File: config.mk
export PLATFORM = sky130hd
export DESIGN_NAME = drop_sequencer_flat
export DESIGN_NICKNAME = d
export VERILOG_FILES = /design/src/rtl/drop_if.sv /design/src/rtl/drop_sequencer.sv /design/src/flat_wrapper.sv
export SDC_FILE = /design/constraint.sdc
export NUM_CORES = 1
export LEC_CHECK = 0
export BUFFER_PORTS_ARGS = -buffer_cell sky130_fd_sc_hd__buf_2
export CORE_UTILIZATION = 55
export DETAILED_ROUTE_END_ITERATION = 8
export GPL_TIMING_DRIVEN = 0
export PLACE_DENSITY = 0.87
export SETUP_SLACK_MARGIN = 0.2
export SLEW_MARGIN = 5
export SYNTH_ARGS = -nofsm -noshare
export SYNTH_HDL_FRONTEND = slang
export SYNTH_SLANG_ARGS = --single-unit
File: constraint.sdc
create_clock -name clk -period 4.45 [get_ports clk]
set_input_delay 0.445 -clock clk [delete_from_list [all_inputs] [get_ports clk]]
set_output_delay 0.445 -clock clk [all_outputs]
set_load 0.05 [all_outputs]
File: src/rtl/drop_if.sv
// Signal bundle between the sensor front-end / display side and the drop sequencer.
// valid/ready: none; start is a level sampled only when the sequencer is idle (IDLE/DONE/FAULT).
interface drop_if;
   logic        start;
   logic [7:0]  sensor1;
   logic [7:0]  sensor2;
   logic [7:0]  sensor3;
   logic [7:0]  sensor4;
   logic [15:0] t_lim;
   logic        drop_en;
   logic        busy;
   logic        done;
   logic        fault;
   logic [7:0]  height;
   logic [15:0] t_act;
   logic        drop_activated;

   modport master (
      output start, sensor1, sensor2, sensor3, sensor4, t_lim, drop_en,
      input  busy, done, fault, height, t_act, drop_activated
   );

   modport slave (
      input  start, sensor1, sensor2, sensor3, sensor4, t_lim, drop_en,
      output busy, done, fault, height, t_act, drop_activated
   );
endinterface

File: src/rtl/drop_sequencer.sv
// Baggage-drop sequencer: latch sensors, average, bit-serial sqrt, compare against
// the limit and drive a timed drop window. Every output is registered.
module drop_sequencer #(
   parameter int unsigned DROP_HOLD = 16
) (
   input  logic       clk,
   input  logic       rst_n,
   drop_if.slave      bus,
   output logic [2:0] state_o
);

   localparam int unsigned HW = (DROP_HOLD < 2) ? 1 : $clog2(DROP_HOLD + 1);

   typedef enum logic [2:0] {
      S_IDLE   = 3'd0,
      S_SAMPLE = 3'd1,
      S_ROOT   = 3'd2,
      S_CMP    = 3'd3,
      S_DONE   = 3'd4,
      S_FAULT  = 3'd5
   } state_t;

   state_t         state_q, state_d;
   logic [7:0]     s1_q, s2_q, s3_q, s4_q;
   logic [15:0]    rad_q;
   logic [7:0]     root_q;
   logic [11:0]    rem_q;
   logic [2:0]     iter_q;
   logic [HW-1:0]  hold_q;
   logic           busy_q, done_q, fault_q, drop_q;
   logic [7:0]     height_q;
   logic [15:0]    t_act_q;

   logic           start_acc;
   logic           any_zero;
   logic [9:0]     sum;
   logic [11:0]    trial, test, diff;
   logic           ge;
   logic [15:0]    t_calc;

   assign start_acc = bus.start &&
                      (state_q == S_IDLE || state_q == S_DONE || state_q == S_FAULT);
   assign any_zero  = (s1_q == 8'd0) || (s2_q == 8'd0) || (s3_q == 8'd0) || (s4_q == 8'd0);
   assign sum       = {2'b00, s1_q} + {2'b00, s2_q} + {2'b00, s3_q} + {2'b00, s4_q};

   // Restoring sqrt step: bring down the next two radicand bits, try subtracting 4*root+1.
   assign trial  = (rem_q << 2) | {10'd0, rad_q[15:14]};
   assign test   = {2'b00, root_q, 2'b01};
   assign ge     = (trial >= test);
   assign diff   = trial - test;
   assign t_calc = 16'(root_q >> 1);

   always_ff @(posedge clk or negedge rst_n) begin
      if (!rst_n) state_q <= S_IDLE;
      else        state_q <= state_d;
   end

   always_comb begin
      state_d = state_q;
      case (state_q)
         S_IDLE, S_DONE, S_FAULT: if (bus.start) state_d = S_SAMPLE;
         S_SAMPLE:                state_d = any_zero ? S_FAULT : S_ROOT;
         S_ROOT:                  if (iter_q == 3'd7) state_d = S_CMP;
         S_CMP:                   state_d = S_DONE;
         default:                 state_d = S_IDLE;
      endcase
   end

   always_ff @(posedge clk or negedge rst_n) begin
      if (!rst_n) begin
         s1_q     <= '0;
         s2_q     <= '0;
         s3_q     <= '0;
         s4_q     <= '0;
         rad_q    <= '0;
         root_q   <= '0;
         rem_q    <= '0;
         iter_q   <= '0;
         busy_q   <= 1'b0;
         done_q   <= 1'b0;
         fault_q  <= 1'b0;
         height_q <= '0;
         t_act_q  <= '0;
      end else begin
         done_q <= 1'b0;
         busy_q <= (state_d == S_SAMPLE) || (state_d == S_ROOT) || (state_d == S_CMP);
         case (state_q)
            S_IDLE, S_DONE, S_FAULT: begin
               if (start_acc) begin
                  s1_q    <= bus.sensor1;
                  s2_q    <= bus.sensor2;
                  s3_q    <= bus.sensor3;
                  s4_q    <= bus.sensor4;
                  fault_q <= 1'b0;
               end
            end
            S_SAMPLE: begin
               if (any_zero) begin
                  fault_q <= 1'b1;
                  done_q  <= 1'b1;
               end else begin
                  height_q <= 8'(sum >> 2);
                  rad_q    <= {8'(sum >> 2), 8'h00};
                  root_q   <= '0;
                  rem_q    <= '0;
                  iter_q   <= '0;
               end
            end
            S_ROOT: begin
               rem_q  <= ge ? diff : trial;
               root_q <= {root_q[6:0], ge};
               rad_q  <= rad_q << 2;
               iter_q <= iter_q + 3'd1;
            end
            S_CMP: begin
               t_act_q <= t_calc;
               done_q  <= 1'b1;
            end
            default: ;
         endcase
      end
   end

   // Drop window: armed at the CMP->DONE edge, killed by drop_en low, timeout or a new start.
   always_ff @(posedge clk or negedge rst_n) begin
      if (!rst_n) begin
         drop_q <= 1'b0;
         hold_q <= '0;
      end else if (start_acc) begin
         drop_q <= 1'b0;
         hold_q <= '0;
      end else if (state_q == S_CMP) begin
         if (bus.drop_en && (t_calc <= bus.t_lim)) begin
            drop_q <= 1'b1;
            hold_q <= HW'(DROP_HOLD);
         end
      end else if (drop_q) begin
         if (!bus.drop_en || hold_q == HW'(1)) begin
            drop_q <= 1'b0;
            hold_q <= '0;
         end else begin
            hold_q <= hold_q - HW'(1);
         end
      end
   end

   assign bus.busy           = busy_q;
   assign bus.done           = done_q;
   assign bus.fault          = fault_q;
   assign bus.height         = height_q;
   assign bus.t_act          = t_act_q;
   assign bus.drop_activated = drop_q;
   assign state_o            = state_q;

endmodule

File: src/flat_wrapper.sv
// flat-port wrapper written by rule: the top's interface ports become plain ports
module drop_sequencer_flat 
#(
   parameter int unsigned DROP_HOLD = 16
)
  (clk, rst_n, state_o, bus_start, bus_sensor1, bus_sensor2, bus_sensor3, bus_sensor4, bus_t_lim, bus_drop_en, bus_busy, bus_done, bus_fault, bus_height, bus_t_act, bus_drop_activated);
  drop_if bus_i ();
  input  logic clk;
  input  logic rst_n;
  output logic [2:0] state_o;
  input wire logic [$bits(bus_i.start)-1:0] bus_start;
  input wire logic [$bits(bus_i.sensor1)-1:0] bus_sensor1;
  input wire logic [$bits(bus_i.sensor2)-1:0] bus_sensor2;
  input wire logic [$bits(bus_i.sensor3)-1:0] bus_sensor3;
  input wire logic [$bits(bus_i.sensor4)-1:0] bus_sensor4;
  input wire logic [$bits(bus_i.t_lim)-1:0] bus_t_lim;
  input wire logic [$bits(bus_i.drop_en)-1:0] bus_drop_en;
  output wire logic [$bits(bus_i.busy)-1:0] bus_busy;
  output wire logic [$bits(bus_i.done)-1:0] bus_done;
  output wire logic [$bits(bus_i.fault)-1:0] bus_fault;
  output wire logic [$bits(bus_i.height)-1:0] bus_height;
  output wire logic [$bits(bus_i.t_act)-1:0] bus_t_act;
  output wire logic [$bits(bus_i.drop_activated)-1:0] bus_drop_activated;
  assign bus_i.start = bus_start;
  assign bus_i.sensor1 = bus_sensor1;
  assign bus_i.sensor2 = bus_sensor2;
  assign bus_i.sensor3 = bus_sensor3;
  assign bus_i.sensor4 = bus_sensor4;
  assign bus_i.t_lim = bus_t_lim;
  assign bus_i.drop_en = bus_drop_en;
  assign bus_busy = bus_i.busy;
  assign bus_done = bus_i.done;
  assign bus_fault = bus_i.fault;
  assign bus_height = bus_i.height;
  assign bus_t_act = bus_i.t_act;
  assign bus_drop_activated = bus_i.drop_activated;
  drop_sequencer #(.DROP_HOLD(DROP_HOLD)) u_core (.clk(clk), .rst_n(rst_n), .bus(bus_i), .state_o(state_o));
endmodule
Word-level counts from Yosys, hierarchy flattened
Cells that the tools add are included.
{"block": "word_totals", "word_cells": 93, "output_inout_bits": 31, "regBits": 96}
{"block": "classes", "n_reduce_logical": 25, "n_bitwise": 2, "add_sub_neg": 6, "n_mux": 28, "n_eq_ne": 14, "order_cmp": 2}
{"cell": "logical NOT 8 bit", "count": 4}
{"cell": "one-hot mux 16 bit (2 select lines)", "count": 1}
{"cell": "two-way mux 5 bit", "count": 5}
{"cell": "adder 10 x 8 -> 10 bit", "count": 2}
{"cell": "two-way mux 10 bit", "count": 2}
{"cell": "one-hot mux 10 bit (2 select lines)", "count": 1}
{"cell": "less-or-equal comparator 7 x 16 -> 1 bit", "count": 1}
{"cell": "two-way mux 16 bit", "count": 1}
{"cell": "one-hot mux 8 bit (2 select lines)", "count": 1}
{"cell": "== test 3 x 2 -> 1 bit, second input constant", "count": 4}
{"cell": ">= comparator 12 x 10 -> 1 bit", "count": 1}
{"cell": "two-way mux 3 bit", "count": 4}
{"cell": "bitwise OR 12 x 2 -> 12 bit", "count": 1}
{"cell": "one-hot mux 3 bit (4 select lines)", "count": 1}
{"cell": "subtractor 10 bit", "count": 1}
{"cell": "adder 8 x 8 -> 9 bit", "count": 1}
{"cell": "== test 3 bit, second input constant", "count": 3}
{"cell": "logical OR 1 bit", "count": 8}
{"cell": "two-way mux 1 bit", "count": 8}
{"cell": "two-way mux 8 bit", "count": 1}
{"cell": "AND reduction 2 bit", "count": 4}
{"cell": "== test 3 x 1 -> 1 bit, second input constant", "count": 2}
{"cell": "one-hot mux 3 bit (2 select lines)", "count": 1}
{"cell": "== test 5 x 1 -> 1 bit, second input constant", "count": 1}
{"cell": "14 further kinds", "count": 18}

Logic depth before layout (Yosys ltp)
Gate-level depths: netlist of run 1.
{"block": "depth", "ltp_word": 9, "mapped_depth": 16}

Least setup slack after synthesis of run 1
OpenSTA, ideal clock, no wires.
{"block": "synth_path", "kind": "flip-flop to flip-flop", "start": "register u_core.s2_q[0]", "end": "register u_core.rad_q[13]", "arrival_time_ns": 3.376, "n_path_buf": 0, "synth_period_minus_slack_ns": 3.458, "stages_incl_launch_ff": 15, "path_slack_ns": 0.992, "setup_time_ns": 0.082, "cell_sequence": "dfrtp_1 > ha_1 > fa_1 > a21o_1 > a21oi_1 > o21bai_1 > a21oi_1 > xor2_1 > fa_1 > inv_1 > ha_1 > o21ai_0 > a21oi_1 > or4_4 > a22oi_2"}
{"block": "synth_between", "elab_chain_len": 6, "word_cells_on_any_way": 11, "classes_between": "3 x add/sub; 1 x eq/ne; 2 x mux; 5 x reduce/logical"}
{"item": "start, declared", "line": "drop_sequencer.sv:24", "rtl": "logic [7:0] s1_q, s2_q, s3_q, s4_q;"}
{"item": "start signal, assigned", "line": "drop_sequencer.sv:91", "rtl": "s2_q <= bus.sensor2;"}
{"item": "parallel branches: the longest is 6 deep, another holds adder 10 x 8 -> 10 bit"}
{"item": "end signal, assigned", "line": "drop_sequencer.sv:103", "rtl": "rad_q <= {8'(sum >> 2), 8'h00};"}
{"item": "end signal, assigned", "line": "drop_sequencer.sv:112", "rtl": "rad_q <= rad_q << 2;"}
{"item": "end, declared", "line": "drop_sequencer.sv:25", "rtl": "logic [15:0] rad_q;"}
Parallel ways; which one is timed is not known. The select of a mux whose other input is x is not followed.
A chain may end at the register's enable or synchronous reset.

Final worst setup path of run 1
{"block": "layout_path", "start": "register u_core.s2_q[1]", "end": "register u_core.rad_q[13]"}
The elaborated chain is that of the path after synthesis.

==> results of run 1 <==
cell usage after synthesis (3+ instances only):
cell / instances
a211oi_1: 4
nor2_1: 17
o211ai_1: 3
nor3_1: 7
buf_4: 10
o41ai_1: 3
dfrtp_1: 88
xnor2_1: 9
a221o_1: 3
fa_1: 9
o21ai_0: 43
nand2b_1: 12
buf_2: 6
a21o_1: 12
a21oi_1: 21
a211o_1: 3
inv_1: 49
nor2b_1: 4
o2bb2ai_1: 5
xor2_1: 8
mux2_2: 20
nand2_1: 58
o21a_1: 3
clkbuf_1: 11
or3_1: 4
ha_1: 37
nor4_1: 12
nand3_1: 11
mux2i_1: 8
routing by layer:
| metal | GRT usage, % | up-vias | part of all wire [%] |
|---|---|---|---|
| li1 | - | 1997 | - |
| met1 | 32.44 | 2037 | 43 |
| met2 | 44.97 | 146 | 49 |
| met3 | 4.823 | 11 | 6.3 |
| met4 | 8.840 | 0 | 1.2 |
| met5 | 0 | - | 0 |
per-stage QoR:
step	setup slack, ns	utilization, %
2_1_floorplan	0.9918	-
3_3_place_gp	0.8029	63.99
3_5_place_dp	0.6558	64.33
4_1_cts	0.5646	66.42
5_1_grt	0.3485	66.42
6_report	0.5557	66.42
how the worst min path moves through the flow:
stage                                      start                      endpoint  slack, ns  depth (start not counted)
global placement    u_core.bus.fault$_DFFE_PN0P_  u_core.bus.fault$_DFFE_PN0P_       0.46                          1
detailed placement                         rst_n  u_core.hold_q[1]$_DFFE_PN0P_       0.36                          1
global route                      bus_sensor4[4]    u_core.s4_q[4]$_DFFE_PN0P_       0.30                          3
finish                            bus_sensor3[6]    u_core.s3_q[6]$_DFFE_PN0P_       0.29                          3
CTS                               bus_sensor4[6]    u_core.s4_q[6]$_DFFE_PN0P_       0.28                          3
floorplan                                  rst_n     u_core.bus.busy$_DFF_PN0_       0.15                          0
worst max-delay path, cell delays in order (launching register included):
cell     delay (ns)
dfrtp_1        0.44
ha_1           0.32
a21o_1         0.19
a21oi_1        0.25
nor2b_1        0.09
o21a_1         0.19
o41ai_1        0.36
xor2_1         0.15
fa_1           0.51
inv_1          0.04
ha_1           0.34
o21ai_0        0.12
a21oi_1        0.09
or4_4          0.55
a22oi_2        0.15
layout make-up:
cell class / count / share of cell area, %
multi-input cells: 364 / 44.98
flip-flops and latches: 88 / 37.29
repair buffers: 75 / 6.864
inverters: 49 / 3.114
plain buffers: 27 / 2.479
well taps: 108 / 2.288
clock buffers: 9 / 2.097
clock inverters: 7 / 0.8898
state kept, by name, summed over array words and instances (netlist names):
signal / cells
u_core.bus.busy: 1
u_core.rem_q: 10
u_core.hold_q: 5
u_core.rad_q: 8
u_core.bus.height: 8
u_core.bus.fault: 1
u_core.s3_q: 8
u_core.s1_q: 8
u_core.state_o: 3
u_core.root_q: 8
u_core.s2_q: 8
u_core.s4_q: 8
u_core.bus.drop_activated: 1
u_core.bus.done: 1
u_core.iter_q: 3
u_core.bus.t_act: 7
cell families (layout without fill, tap and decap cells):
kind of cell,after synthesis,after routing
adders and majority gates,46,46
DFF,88,88
buffers and inverters,76,167
xor gates and xnor gates,17,17
muxes,28,28
AOI/OAI and AO/OA,122,122
and+or+nand+nor,142,142
other,1,9
==> metrics.yaml, run 1 <==
worst_setup_path:
  crit_fanout: 5
  worst_r2r_endpoint: "u_core.rad_q[13]$_DFFE_PN0P_"
  start_kind: "flip-flop"
  worstSetupPathType: "reg -> reg"
  end_kind: "flip-flop"
  r2r_cells: 14
  critPathRequiredTime_ns: 4.73
  critPathCapture: "u_core.rad_q[13]$_DFFE_PN0P_"
  r2r-start: "u_core.s2_q[1]$_DFFE_PN0P_"
  crit_start: "u_core.s2_q[1]$_DFFE_PN0P_"
  critPathArrivalTime_ns: 4.17
  r2r_slack_ns: 0.56
sta:
  finalCriticalPeriod_ns: 3.894
  fmax_mhz: 256.8
  relSlewSlack_pct: 28.20
  setup_viol: 0
  rsz0062_at_grt: "no"
  whs_ns: 0.2864
  final.period_utilization_pct: 87.51
  tns_ns: 0
  drv_slew: 0
  skew_ns: 0.01451
  hold_viol_final: 0
  worstMarginPinSlew_ns: 1.069
synthesis:
  synthDistinctLibCells: 60
  synth_ff_type: "dfrtp_1"
  synth-simple-area-share_pct: 13.95
  syn-cell-area_sq_um: 5159
  synth_fa_ha_area_share_pct: 12.47
  avgSynthCellArea_sq_um: 9.921
  ys_seq_area_share_pct: 42.69
  synth_edf_count: 0
  synth_top_family_by_area: "compound AO/OA/AOI/OAI gates"
  ys_warn_count: 0
  synth_xor_area_share_pct: 2.886
  synth_top_cell_by_area: "dfrtp_1"
  synth_area_leaders: "dfrtp_1, ha_1, mux2_2, nand2_1, o21ai_0"
  postSynthCellCount: 520
  synth_compound_area_share_pct: 15.62
  yosysTopAreaCellShare_pct: 42.69
  async_flop_share_pct: 100.0
  synthMuxAreaShare_pct: 5.918
  ys_ff_latch: 88
drt:
  dr.pass1.iters: 5
  wl_per_cell_microns: 15.94
  drc_errors: 0
  drt_iter0_markers: 200
  ant_nets: 0
  vias: 4191
  vias_per_cell: 5.765
  drt-total-wl_mm: 11.59
placed_design:
  hpwl_mm: 8.728
  place_area_sq_um: 5719
  dpl.cell_count: 710
  numPortBuffers: 73
  routabilityCongestion: 0.9101
finish:
  layout.nets: 712
  fill_cells: 674
  post-route-cell-area_sq_um: 5906
  drive_above_1_share_pct: 21.81
  stdcell_count: 727
  final_cell_mix: "dfrtp_1, buf_2, nand2_1"
  seqCellArea_sq_um: 2202
  final_common_cell: "dfrtp_1"
  multi_input_area_sq_um: 2656
  syn2layout_area_growth_pct: 14.48
  diodes: 0
cts:
  cts_resized: 0
  cts_buffers: 9
  clk_latency_ns: 0.37
  post-cts-setup-buffers: 0
  cts.path.max_buffers: 2
  clk_pin_slew_ns: 0.09
  cts_tree: "built"
  htree_levels: 3
  cts_sinks: 88
  clock-root-buffer: "clkbuf_8"
  cts-hold-fix-buffers: 1
grt:
  grt_pass1_wl_mm: 19.90
  grt_usage_pct: 25.87
  antenna_found_initial: 0
  grt_max_degree: 69
  grt_pass1_vias: 4226
  grt_overflow: 0
floorplanning:
  initial_core_util_pct: 58.02
  die_h_microns: 98.85
  die_w_microns: 98.85
  placementRows: 34
  io_pins: 83
  core_area_sq_um: 8891
  fp.dieArea_sq_um: 9770
job:
  max-cap-violations: 0
outcome:
  status: "completed"
min_path:
  hold_class: "in -> reg"
Power of run 1 is left out: the tool's default activity adds up to more than one toggle a clock period on the data nets, which glitch-free logic cannot reach.
==> inputs of run 2 (changes only) <==
CELL_PAD_IN_SITES_DETAIL_PLACEMENT = 0   (was default)
CELL_PAD_IN_SITES_GLOBAL_PLACEMENT = 1   (was default)
CORE_UTILIZATION = 44   (was 55)
PLACE_DENSITY = 0.89   (was 0.87)
==> metrics.yaml, run 2 (synthesis results as in run 1) <==
drt:
  vias: 4067
  drt-total-wl_mm: 11.36
  ant_nets: 0
  wl_per_cell_microns: 14.93
  dr.pass1.iters: 4
  vias_per_cell: 5.344
  drt_iter0_markers: 207
  drc_errors: 0
job:
  max-cap-violations: 0
worst_setup_path:
  start_kind: "flip-flop"
  worstSetupPathType: "reg -> reg"
  critPathRequiredTime_ns: 4.69
  crit_fanout: 5
  critPathArrivalTime_ns: 4.06
  end_kind: "flip-flop"
floorplanning:
  fp.dieArea_sq_um: 12160
  initial_core_util_pct: 45.18
  die_w_microns: 110.3
  core_area_sq_um: 11420
  die_h_microns: 110.3
  placementRows: 39
  io_pins: 83
finish:
  syn2layout_area_growth_pct: 17.03
  fill_cells: 1063
  final_common_cell: "dfrtp_1"
  largest_reg_flops: 10
  multi_input_area_sq_um: 2656
  stdcell_count: 761
  drive_above_1_share_pct: 21.84
  largest_register: "u_core.rem_q"
  diodes: 0
  layout.nets: 711
  final_cell_mix: "dfrtp_1, buf_2, nand2_1"
  seqCellArea_sq_um: 2202
grt:
  busiest_layer: "met2"
  grt_pass1_wl_mm: 18.76
  grt_max_degree: 53
  grt_overflow: 0
  grt_usage_pct: 20.47
  antenna_found_initial: 0
  grt_pass1_vias: 4031
  met3_usage_pct: 4.409
  use_met1_pct: 25.23
  grt_use_met2_pct: 35.40
placed_design:
  hpwl_mm: 8.822
  dp_slack_ns: 0.7041
  dpl.cell_count: 745
  routabilityCongestion: 0.8584
  numPortBuffers: 73
cts:
  cts-hold-fix-buffers: 0
  clock-root-buffer: "clkbuf_16"
  cts_tree: "built"
  clk_latency_ns: 0.35
  cts.path.max_buffers: 2
  post-cts-setup-buffers: 0
  cts_resized: 0
  cts_sinks: 88
  htree_levels: 3
  clk_pin_slew_ns: 0.07
  cts_buffers: 9
outcome:
  status: "completed"
sta:
  skew_ns: 0.009932
  tns_ns: 0
  fin_ws_ns: 0.6294
  finalCriticalPeriod_ns: 3.821
  setup_viol: 0
  rsz0062_at_grt: "no"
  relSlewSlack_pct: 27.53
  drv_slew: 0
  hold_viol_final: 0
  fmax_mhz: 261.7
  final.period_utilization_pct: 85.86
  worstMarginPinSlew_ns: 1.079
min_path:
  hold_class: "in -> async"
run 2: cell types whose count changed in the layout (fill, tap and decap cells not counted), sizes merged:
cell         previous run  this run
clkinvlp                1         4
inv                    52        49
dlygate4sd3             1         0
run 2: cell type report:
type                       count  area share (%)
clock buffer                   9           3.731
sequential                    88           36.48
multi-input combinational    364           44.00
tap                          143           2.964
inverter                      49           3.047
timing repair buffer          74           6.549
clock inverter                 7          0.8083
buffer                        27           2.425
run 2: stage by stage:
| step | utilization [%] | area, sq um | hold slack (ns) |
|---|---|---|---|
| 2_1_floorplan | - | 5189 | 0.1494 |
| 3_3_place_gp | 50.21 | 5733 | 0.4589 |
| 3_5_place_dp | 50.47 | 5763 | 0.4559 |
| 4_1_cts | 52.87 | 6037 | 0.07267 |
| 5_1_grt | 52.87 | 6037 | 0.09594 |
| 6_report | 52.87 | 6037 | 0.05843 |
run 2: routing by layer:
metal,wire length (microns),up-vias
met1,5169,1990
met3,420,11
li1,-,1994
met5,0,-
met2,5619,72
met4,150,0
run 2: worst paths after layout:
| path | from | to | slack, ns | cells after the start |
|---|---|---|---|---|
| worst min-delay path | rst_n | u_core.s4_q[1]$_DFFE_PN0P_ | 0.06 | 1 |
| worst min register to register | u_core.bus.height[6]$_DFFE_PN0P_ | u_core.bus.height[6]$_DFFE_PN0P_ | 0.47 | 2 |
| worst max register to register | u_core.s2_q[1]$_DFFE_PN0P_ | u_core.rad_q[14]$_DFFE_PN0P_ | 0.63 | 15 |
| min in group clk | bus_sensor3[7] | u_core.s3_q[7]$_DFFE_PN0P_ | 0.29 | 3 |
| worst max-delay path | u_core.s2_q[1]$_DFFE_PN0P_ | u_core.rad_q[14]$_DFFE_PN0P_ | 0.63 | 15 |
| max in group asynchronous | rst_n | u_core.bus.height[6]$_DFFE_PN0P_ | 3.77 | 2 |
run 2: worst max-delay path, cell delays in order, from the launching register on:
cell and delay (ns):
dfrtp_1 0.44, ha_1 0.31, a21o_1 0.17, a21oi_1 0.21, nor2b_1 0.07, o21a_1 0.18, o41ai_1 0.38, xor2_1 0.20
fa_1 0.51, inv_1 0.04, ha_1 0.34, nand2_1 0.08, o41ai_1 0.31, xor2_1 0.18, nand2_1 0.12, o311ai_0 0.18
Power of run 2 is left out for the same reason.
==> inputs of run 3 (changes only) <==
CORE_UTILIZATION = 48   (was 44)
PLACE_DENSITY = 0.95   (was 0.89)
clock period = 4.7 ns   (was 4.45 ns; I/O delays follow)
==> metrics.yaml, run 3 (synthesis results as in run 1) <==
outcome:
  status: "completed"
worst_setup_path:
  r2r_slack_ns: 0.89
  r2r_cells: 15
  worstSetupPathType: "reg -> reg"
  worst-path-stages: 15
  worst-path-buf-inv: 1
  r2r-start: "u_core.s2_q[1]$_DFFE_PN0P_"
  critPathArrivalTime_ns: 4.06
  start_kind: "flip-flop"
  cpMaxStageDelayCell: "fa_1"
  critPathRequiredTime_ns: 4.95
  worst_r2r_endpoint: "u_core.rad_q[14]$_DFFE_PN0P_"
  critPathMaxStageDelay_ns: 0.51
  path_cells: "ha_1 -> a21o_1 -> a21oi_1 -> nor2b_1 -> o21a_1 -> o41ai_1 -> xor2_1 -> fa_1 -> inv_1 -> ha_1 -> nand2_1 -> o41ai_1 -> xor2_1 -> nand2_1 -> o311ai_0"
  path_delay_family: "compound AO/OA/AOI/OAI gates"
  end_kind: "flip-flop"
  crit_fanout: 5
sta:
  tns_ns: 0
  worstMarginPinSlew_ns: 1.118
  drv_slew: 0
  relSlewSlack_pct: 24.90
  hold_viol_final: 0
  setup_viol: 0
  finalCriticalPeriod_ns: 3.812
  final.period_utilization_pct: 81.10
  skew_ns: 0.01297
  rsz0062_at_grt: "no"
  fmax_mhz: 262.3
  whs_ns: 0.08904
finish:
  largest_register: "u_core.rem_q"
  diodes: 0
  post-route-cell-area_sq_um: 5942
  final_common_cell: "dfrtp_1"
  largest_reg_flops: 10
  layout.nets: 711
  drive_above_1_share_pct: 21.68
  final_cell_mix: "dfrtp_1, buf_2, nand2_1"
  syn2layout_area_growth_pct: 15.18
floorplanning:
  die_h_microns: 105.7
  placementRows: 37
  io_pins: 83
  die_w_microns: 105.7
  core_area_sq_um: 10370
  fp.dieArea_sq_um: 11170
  initial_core_util_pct: 49.75
placed_design:
  hpwl_mm: 8.827
  routabilityCongestion: 0.8892
  place_area_sq_um: 5754
  numPortBuffers: 73
cts:
  cts_tree: "built"
  cts_sinks: 88
  clock-root-buffer: "clkbuf_8"
  clk_pin_slew_ns: 0.08
  cts_buffers: 9
  post-cts-setup-buffers: 0
  cts.path.max_buffers: 2
  cts_resized: 0
  clk_latency_ns: 0.37
  cts-hold-fix-buffers: 0
  htree_levels: 3
drt:
  drt-total-wl_mm: 11.37
  wl_per_cell_microns: 15.08
  ant_nets: 0
  drc_errors: 0
  dr.pass1.iters: 5
  vias: 4111
  drt_iter0_markers: 196
  vias_per_cell: 5.452
grt:
  grt_overflow: 0
  antenna_found_initial: 0
  grt_pass1_vias: 4198
  grt_max_degree: 50
  grt_usage_pct: 21.89
  grt_pass1_wl_mm: 19.46
job:
  max-cap-violations: 0
min_path:
  hold_class: "in -> async"
==> run 3: worst max-delay path by stage <==
| stage | startpoint | to | slack (ns) |
|---|---|---|---|
| 2_1_floorplan | u_core.s2_q[0]$_DFFE_PN0P_ | u_core.rad_q[13]$_DFFE_PN0P_ | 1.24 |
| 3_3_place_gp | u_core.s2_q[0]$_DFFE_PN0P_ | u_core.rad_q[13]$_DFFE_PN0P_ | 1.03 |
| 3_5_place_dp | u_core.s2_q[1]$_DFFE_PN0P_ | u_core.rad_q[12]$_DFFE_PN0P_ | 0.93 |
| 4_1_cts | u_core.s2_q[1]$_DFFE_PN0P_ | u_core.rad_q[12]$_DFFE_PN0P_ | 0.89 |
| 5_1_grt | u_core.s2_q[1]$_DFFE_PN0P_ | u_core.rad_q[14]$_DFFE_PN0P_ | 0.59 |
| 6_report | u_core.s2_q[1]$_DFFE_PN0P_ | u_core.rad_q[14]$_DFFE_PN0P_ | 0.89 |
==> run 3: through the flow <==
step / std cells / setup WS, ns / utilization (%)
floorplan: 528 / 1.242 / -
global placement: 737 / 1.030 / 55.20
detailed placement: 738 / 0.9265 / 55.49
CTS: 754 / 0.8949 / 57.30
global route: 754 / 0.5922 / 57.30
finish: 754 / 0.8882 / 57.30
==> run 3: per-layer routing <==
layer | wire, microns | global-route usage, % | part of all wire [%] | up-vias
li1 | - | - | - | 1991
met1 | 5290 | 28.99 | 47 | 1997
met2 | 5332 | 36.97 | 47 | 110
met3 | 576 | 3.772 | 5.1 | 13
met4 | 175 | 5.952 | 1.5 | 0
met5 | 0 | 0 | 0 | -
==> run 3: final cells by class <==
class | instances | area (sq um)
multi-input cells | 364 | 2656
inverters | 49 | 183.9
clock buffers | 10 | 127.6
well taps | 136 | 170.2
repair buffers | 74 | 395.4
fillers | 917 | 4428
clock inverters | 6 | 60.06
plain buffers | 27 | 146.4
flip-flops and latches | 88 | 2202
==> run 3: worst register-to-register path: stages (launching register included) <==
cell and delay, ns:
dfrtp_1 0.44, ha_1 0.32, a21o_1 0.18, a21oi_1 0.21, nor2b_1 0.08, o21a_1 0.18
o41ai_1 0.31, xor2_1 0.15, fa_1 0.51, inv_1 0.05, ha_1 0.34, nand2_1 0.08
o41ai_1 0.39, xor2_1 0.19, nand2_1 0.10, o311ai_0 0.17
Power of run 3 is left out for the same reason.
